### src/rtl/fifo1to16_pkg.sv
// Shared constants and helpers for the narrow-to-wide packing FIFO.
package fifo1to16_pkg;
    localparam int BEATS = 16;
    localparam int CBITS = 4;

    // One-hot lane select for the beat index.
    function automatic logic [BEATS-1:0] lane_sel(input logic [CBITS-1:0] idx);
        lane_sel = {{(BEATS-1){1'b0}}, 1'b1} << idx;
    endfunction
endpackage

### src/rtl/fifo1to16_sync_fifo.sv
// First-word-fall-through FIFO with a registered head word and occupancy output.
module fifo1to16_sync_fifo #(
    parameter int DW    = 37,
    parameter int ABITS = 2
) (
    input  logic             clock,
    input  logic             reset_n,
    input  logic             push,
    input  logic [DW-1:0]    wdata,
    input  logic             pop,
    output logic [DW-1:0]    rdata,
    output logic             valid,
    output logic [ABITS:0]   level,
    output logic             full_next
);
    localparam int DEPTH = 1 << ABITS;

    logic [DW-1:0]  mem_r [DEPTH];
    logic [DW-1:0]  rdata_r;
    logic [DW-1:0]  head_s;
    logic [ABITS:0] wr_ptr_r;
    logic [ABITS:0] rd_ptr_r;
    logic [ABITS:0] wr_next_s;
    logic [ABITS:0] rd_next_s;
    logic [ABITS:0] level_next_s;
    logic           valid_s;
    logic           pop_s;

    // Next pointers, next head word and next-cycle full flag.
    always_comb begin
        valid_s      = (wr_ptr_r != rd_ptr_r);
        pop_s        = pop & valid_s;
        wr_next_s    = wr_ptr_r + {{ABITS{1'b0}}, push};
        rd_next_s    = rd_ptr_r + {{ABITS{1'b0}}, pop_s};
        level_next_s = wr_next_s - rd_next_s;
        full_next    = (wr_next_s[ABITS] != rd_next_s[ABITS]) &&
                       (wr_next_s[ABITS-1:0] == rd_next_s[ABITS-1:0]);
        // The word being written this cycle becomes head when it lands at the read slot.
        if (rd_next_s == wr_ptr_r) begin
            head_s = wdata;
        end else begin
            head_s = mem_r[rd_next_s[ABITS-1:0]];
        end
    end

    // Storage array write port.
    always_ff @(posedge clock) begin
        if (push) begin
            mem_r[wr_ptr_r[ABITS-1:0]] <= wdata;
        end
    end

    // Pointers and registered head word; head holds its value once empty.
    always_ff @(posedge clock or negedge reset_n) begin
        if (!reset_n) begin
            wr_ptr_r <= {(ABITS+1){1'b0}};
            rd_ptr_r <= {(ABITS+1){1'b0}};
            rdata_r  <= {DW{1'b0}};
        end else begin
            wr_ptr_r <= wr_next_s;
            rd_ptr_r <= rd_next_s;
            if (level_next_s != {(ABITS+1){1'b0}}) begin
                rdata_r <= head_s;
            end else begin
                rdata_r <= rdata_r;
            end
        end
    end

    assign rdata = rdata_r;
    assign valid = valid_s;
    assign level = wr_ptr_r - rd_ptr_r;
endmodule

### src/rtl/fifo1to16.sv
// Packs narrow beats into 16-lane words (zero-padded on short frames) and queues them.
module fifo1to16
    import fifo1to16_pkg::*;
#(
    parameter int WIDTH = 2,
    parameter int ABITS = 2
) (
    input  logic                   clock,
    input  logic                   reset_n,
    input  logic                   valid_i,
    output logic                   ready_o,
    input  logic                   last_i,
    input  logic [WIDTH-1:0]       data_i,
    output logic                   valid_o,
    input  logic                   ready_i,
    output logic                   last_o,
    output logic [CBITS-1:0]       count_o,
    output logic [WIDTH*BEATS-1:0] data_o,
    output logic [ABITS:0]         level_o
);
    localparam int WW = WIDTH * BEATS;

    logic [CBITS-1:0] index_r;
    logic [WW-1:0]    data_r;
    logic [WW-1:0]    packed_s;
    logic [BEATS-1:0] lane_en_s;
    logic             ready_r;
    logic             accept_s;
    logic             commit_s;
    logic             full_next_s;

    // Lane decode: merge the incoming beat into the partially built word.
    always_comb begin
        accept_s  = valid_i & ready_r;
        commit_s  = accept_s & ((index_r == 4'd15) | last_i);
        lane_en_s = lane_sel(index_r);
        packed_s  = data_r;
        for (int k = 0; k < BEATS; k++) begin
            if (lane_en_s[k]) begin
                packed_s[k*WIDTH +: WIDTH] = data_i;
            end else begin
                packed_s[k*WIDTH +: WIDTH] = data_r[k*WIDTH +: WIDTH];
            end
        end
    end

    // Packer index/shift state and registered input-side ready.
    always_ff @(posedge clock or negedge reset_n) begin
        if (!reset_n) begin
            index_r <= 4'd0;
            data_r  <= {WW{1'b0}};
            ready_r <= 1'b0;
        end else begin
            ready_r <= ~full_next_s;
            if (commit_s) begin
                // Cleared shift data keeps unused upper lanes zero in short words.
                index_r <= 4'd0;
                data_r  <= {WW{1'b0}};
            end else if (accept_s) begin
                index_r <= index_r + 4'd1;
                data_r  <= packed_s;
            end else begin
                index_r <= index_r;
                data_r  <= data_r;
            end
        end
    end

    fifo1to16_sync_fifo #(
        .DW    (WW + CBITS + 1),
        .ABITS (ABITS)
    ) u_fifo (
        .clock     (clock),
        .reset_n   (reset_n),
        .push      (commit_s),
        .wdata     ({last_i, index_r, packed_s}),
        .pop       (ready_i),
        .rdata     ({last_o, count_o, data_o}),
        .valid     (valid_o),
        .level     (level_o),
        .full_next (full_next_s)
    );

    assign ready_o = ready_r;
endmodule
### config.mk
export PLATFORM = sky130hd
export DESIGN_NAME = fifo1to16
export DESIGN_NICKNAME = d
export VERILOG_FILES = /design/src/rtl/fifo1to16_pkg.sv /design/src/rtl/fifo1to16_sync_fifo.sv /design/src/rtl/fifo1to16.sv
export SDC_FILE = /design/constraint.sdc
export NUM_CORES = 1
export LEC_CHECK = 0
export BUFFER_PORTS_ARGS = -buffer_cell sky130_fd_sc_hd__buf_2
export CAP_MARGIN = 20
export CORE_MARGIN = 4
export CORE_UTILIZATION = 26
export CTS_BUF_LIST = sky130_fd_sc_hd__clkbuf_8
export DETAILED_ROUTE_END_ITERATION = 16
export PLACE_DENSITY = 0.51
export SYNTH_ARGS = -nofsm -noshare
export SYNTH_HDL_FRONTEND = slang
export SYNTH_SLANG_ARGS = --single-unit
export TNS_END_PERCENT = 1
### constraint.sdc
create_clock -name clock -period 9.3 [get_ports clock]
set_clock_uncertainty 0.15 [all_clocks]
set_input_delay 1.86 -clock clock [delete_from_list [all_inputs] [get_ports clock]]
set_output_delay 1.86 -clock clock [all_outputs]
set_load 0.01 [all_outputs]
==> metrics <==
RSZ-0062 raised after global routing false; Max clock buf depth 3; RD Place Congestion 0.724; Yosys top cell by area edfxtp_1; r2r endpoint u_fifo.rdata[29]; DRT Wirelength 22,000 µm; # Post-CTS Setup Buffers 0; gr usage total 0.114; Arr. time, crit path 4.63 ns; Hold Path Origin data_r[16]; hold-fix buffer count after cts 0; Reg2Reg Setup Slack 5.28 ns; R2R depth 13; Post-synth top cells 148 x edfxtp_1, 80 x dfrtp_1, 39 x and2_1, 37 x mux4_2, 36 x a221o_1; status complete, no violations; largest net degree at the start of global routing 59; crit path max fanout 38; max-capacitance violation count 0; Post-Synth Simple-Gate Area 0.0468; CP most frequent cell buf_4; synthesized cell area 0.00927 mm²; Worst Slack Setup Final 4.91 ns; DR pass1 iterations 6; DP Area 0.0101 mm²; H-tree depth 2; multiplexer share of the synthesized area 0.129; core area 0.0349 mm²; Crit path buffers/inverters 4; CTS tree built; Synth Area per Inst 17.9 µm²; FP Rows 68; post-CTS sizing 0; Synthesized Nets 539; Crit path largest cell delay 0.67 ns; Initial Utilization 0.266; dpl ws 4.29 ns; nets 611; root buf cell clkbuf_8; die area 0.0387 mm²; async set-reset flop share out of synthesis 0.351; routed length per instance 20.4 µm; vias in the first global route 5,636; f_max 0.228 GHz; Critical Path RT 9.54 ns; port buffer count 48; area fraction in compound gates after synthesis 0.0749; most frequent cell after synthesis edfxtp_1; WS Path Type input port to register; antenna violations before repair 2; worst slew pin tran 0.845 ns; Slew Limit Fails 0; Critical Path Sink Type register; CTS Buf Count 40; post-synthesis sequential area ratio 0.695; power density over the cells 378 mW/mm²; synth top area cells edfxtp_1 48%, dfrtp_1 22%, mux4_2 9.0%; Die Ht 197 µm; hold_ws 0.351 ns; DP HPWL 12,000 µm; global route overflow 0; layout cells sized above 1 0.306; adder-cell area share of the yosys netlist 0.0184; number of clock sinks 228; max-slew headroom at the worst pin 0.437; maximum VDD drop 0.278 mV; 1st-iter DRT viols 311; critical path, cell by cell buf_2 > o21ai_2 > xor2_4 > buf_4 > inv_1 > ha_1 > xnor3_1 > nor2_2 > nor3_4 > buf_4 > a221o_1; share of the synthesized area in the top cell type 0.479; Layout area overhead 17.8%; CP Launch Type input port; Die W 197 µm; r2r startpoint u_fifo.wr_ptr_r[0]; Post-Synth XOR/XNOR Area 0.0165; Post-Synthesis Cells 519; detail-routed via count per cell 4.63; largest family of logic cells by synthesized area multiplexers; Final min period 4.39 ns; hold path cells 1; Synth Warn # 0; flop and latch count out of synthesis 228; ys flop type edfxtp_1; Total Neg Setup Slack 0 ns; Top delay family on crit path buffers and inverters; DRC Markers 0; vias 4,992; first-pass GRT wire length 34,300 µm; Total Power 4.13 mW; P_leak 4.21 nW; Clk Latency, worst-skew pair 0.51 ns; Final setup viols 0; Worst-path clk slew 0.06 ns; number of synthesized flops with an enable pin 148; Design Area, Final 0.0109 mm²; Filler Cells Inserted 3,436; antenna-violating nets left 0; num ports 49; slowest CP cell buf_4; Hold Path Class register to register; Hold EP data_r[16]; final period utilization 0.472; Unique masters post-synth 34; Final Hold Viols 0
## through the flow
step / util / instances
2_1_floorplan: - / 519
3_3_place_gp: 0.289 / 1003
3_5_place_dp: 0.290 / 1004
4_1_cts: 0.313 / 1076
5_1_grt: 0.313 / 1076
6_report: 0.313 / 1078
## cell usage in the layout, fill, tap and decap left out, types with 15 or more instances in the layout
| cell type | count |
|---|---|
| a221o_1 | 36 |
| nand2_1 | 15 |
| edfxtp_1 | 148 |
| mux4_2 | 37 |
| inv_1 | 30 |
| and2_1 | 39 |
| clkbuf_8 | 45 |
| mux2_2 | 32 |
| dfrtp_1 | 80 |
| a22o_1 | 32 |
| buf_2 | 47 |
## where the power goes
part | total (mW) | leakage (nW) | internal, mW | switching, mW
logic | 1.79 | 1.32 | 0.815 | 0.977
clock network | 0.916 | 0.486 | 0.525 | 0.391
registers | 1.42 | 2.41 | 1.31 | 0.108
total | 4.13 | 4.21 | 2.65 | 1.48
## worst max-delay path by stage
| stage | startpoint | slack [ns] | end | depth (start not counted) |
|---|---|---|---|---|
| after floorplan | valid_i | 2.91 | u_fifo.mem_r[2][0] | 3 |
| after global placement | ready_i | 4.40 | u_fifo.rdata[24] | 11 |
| after detailed placement | ready_i | 4.29 | u_fifo.rdata[33] | 11 |
| after CTS | ready_i | 4.84 | u_fifo.rdata[12] | 11 |
| after global routing | ready_i | 4.65 | u_fifo.rdata[29] | 11 |
| final | ready_i | 4.91 | u_fifo.rdata[29] | 11 |
## per-layer routing
metal  GRT usage  up-vias  wire [µm]
li1            -     2215          -
met1       0.142     2637       9260
met2       0.200      115      11400
met3      0.0260       25        996
met4      0.0313        0        319
met5           0        -          0
## state kept, by name (all words and copies together), names as in the netlist
signal           flops
u_fifo.rdata        37
u_fifo.mem_r       148
ready_o              1
index_r              4
u_fifo.rd_ptr_r      3
u_fifo.wr_ptr_r      3
data_r              32
## layout make-up
type	count	area [µm²]	area share
clock buffers	45	619	0.0567
repair buffers	61	360	0.0330
inverters	10	37.5	0.00344
diodes	2	5.00	0.000458
well taps	455	569	0.0521
clock inverters	27	184	0.0168
multi-input cells	250	2700	0.247
flip-flops and latches	228	6450	0.590
## logic make-up after synthesis
group | count (synthesis)
flops | 228
simple gates | 77
compound gates | 76
mux | 69
buf+inv | 41
xor+xnor | 15
fa+ha+maj | 13
No activity file was read; power rests on OpenSTA's default activity.
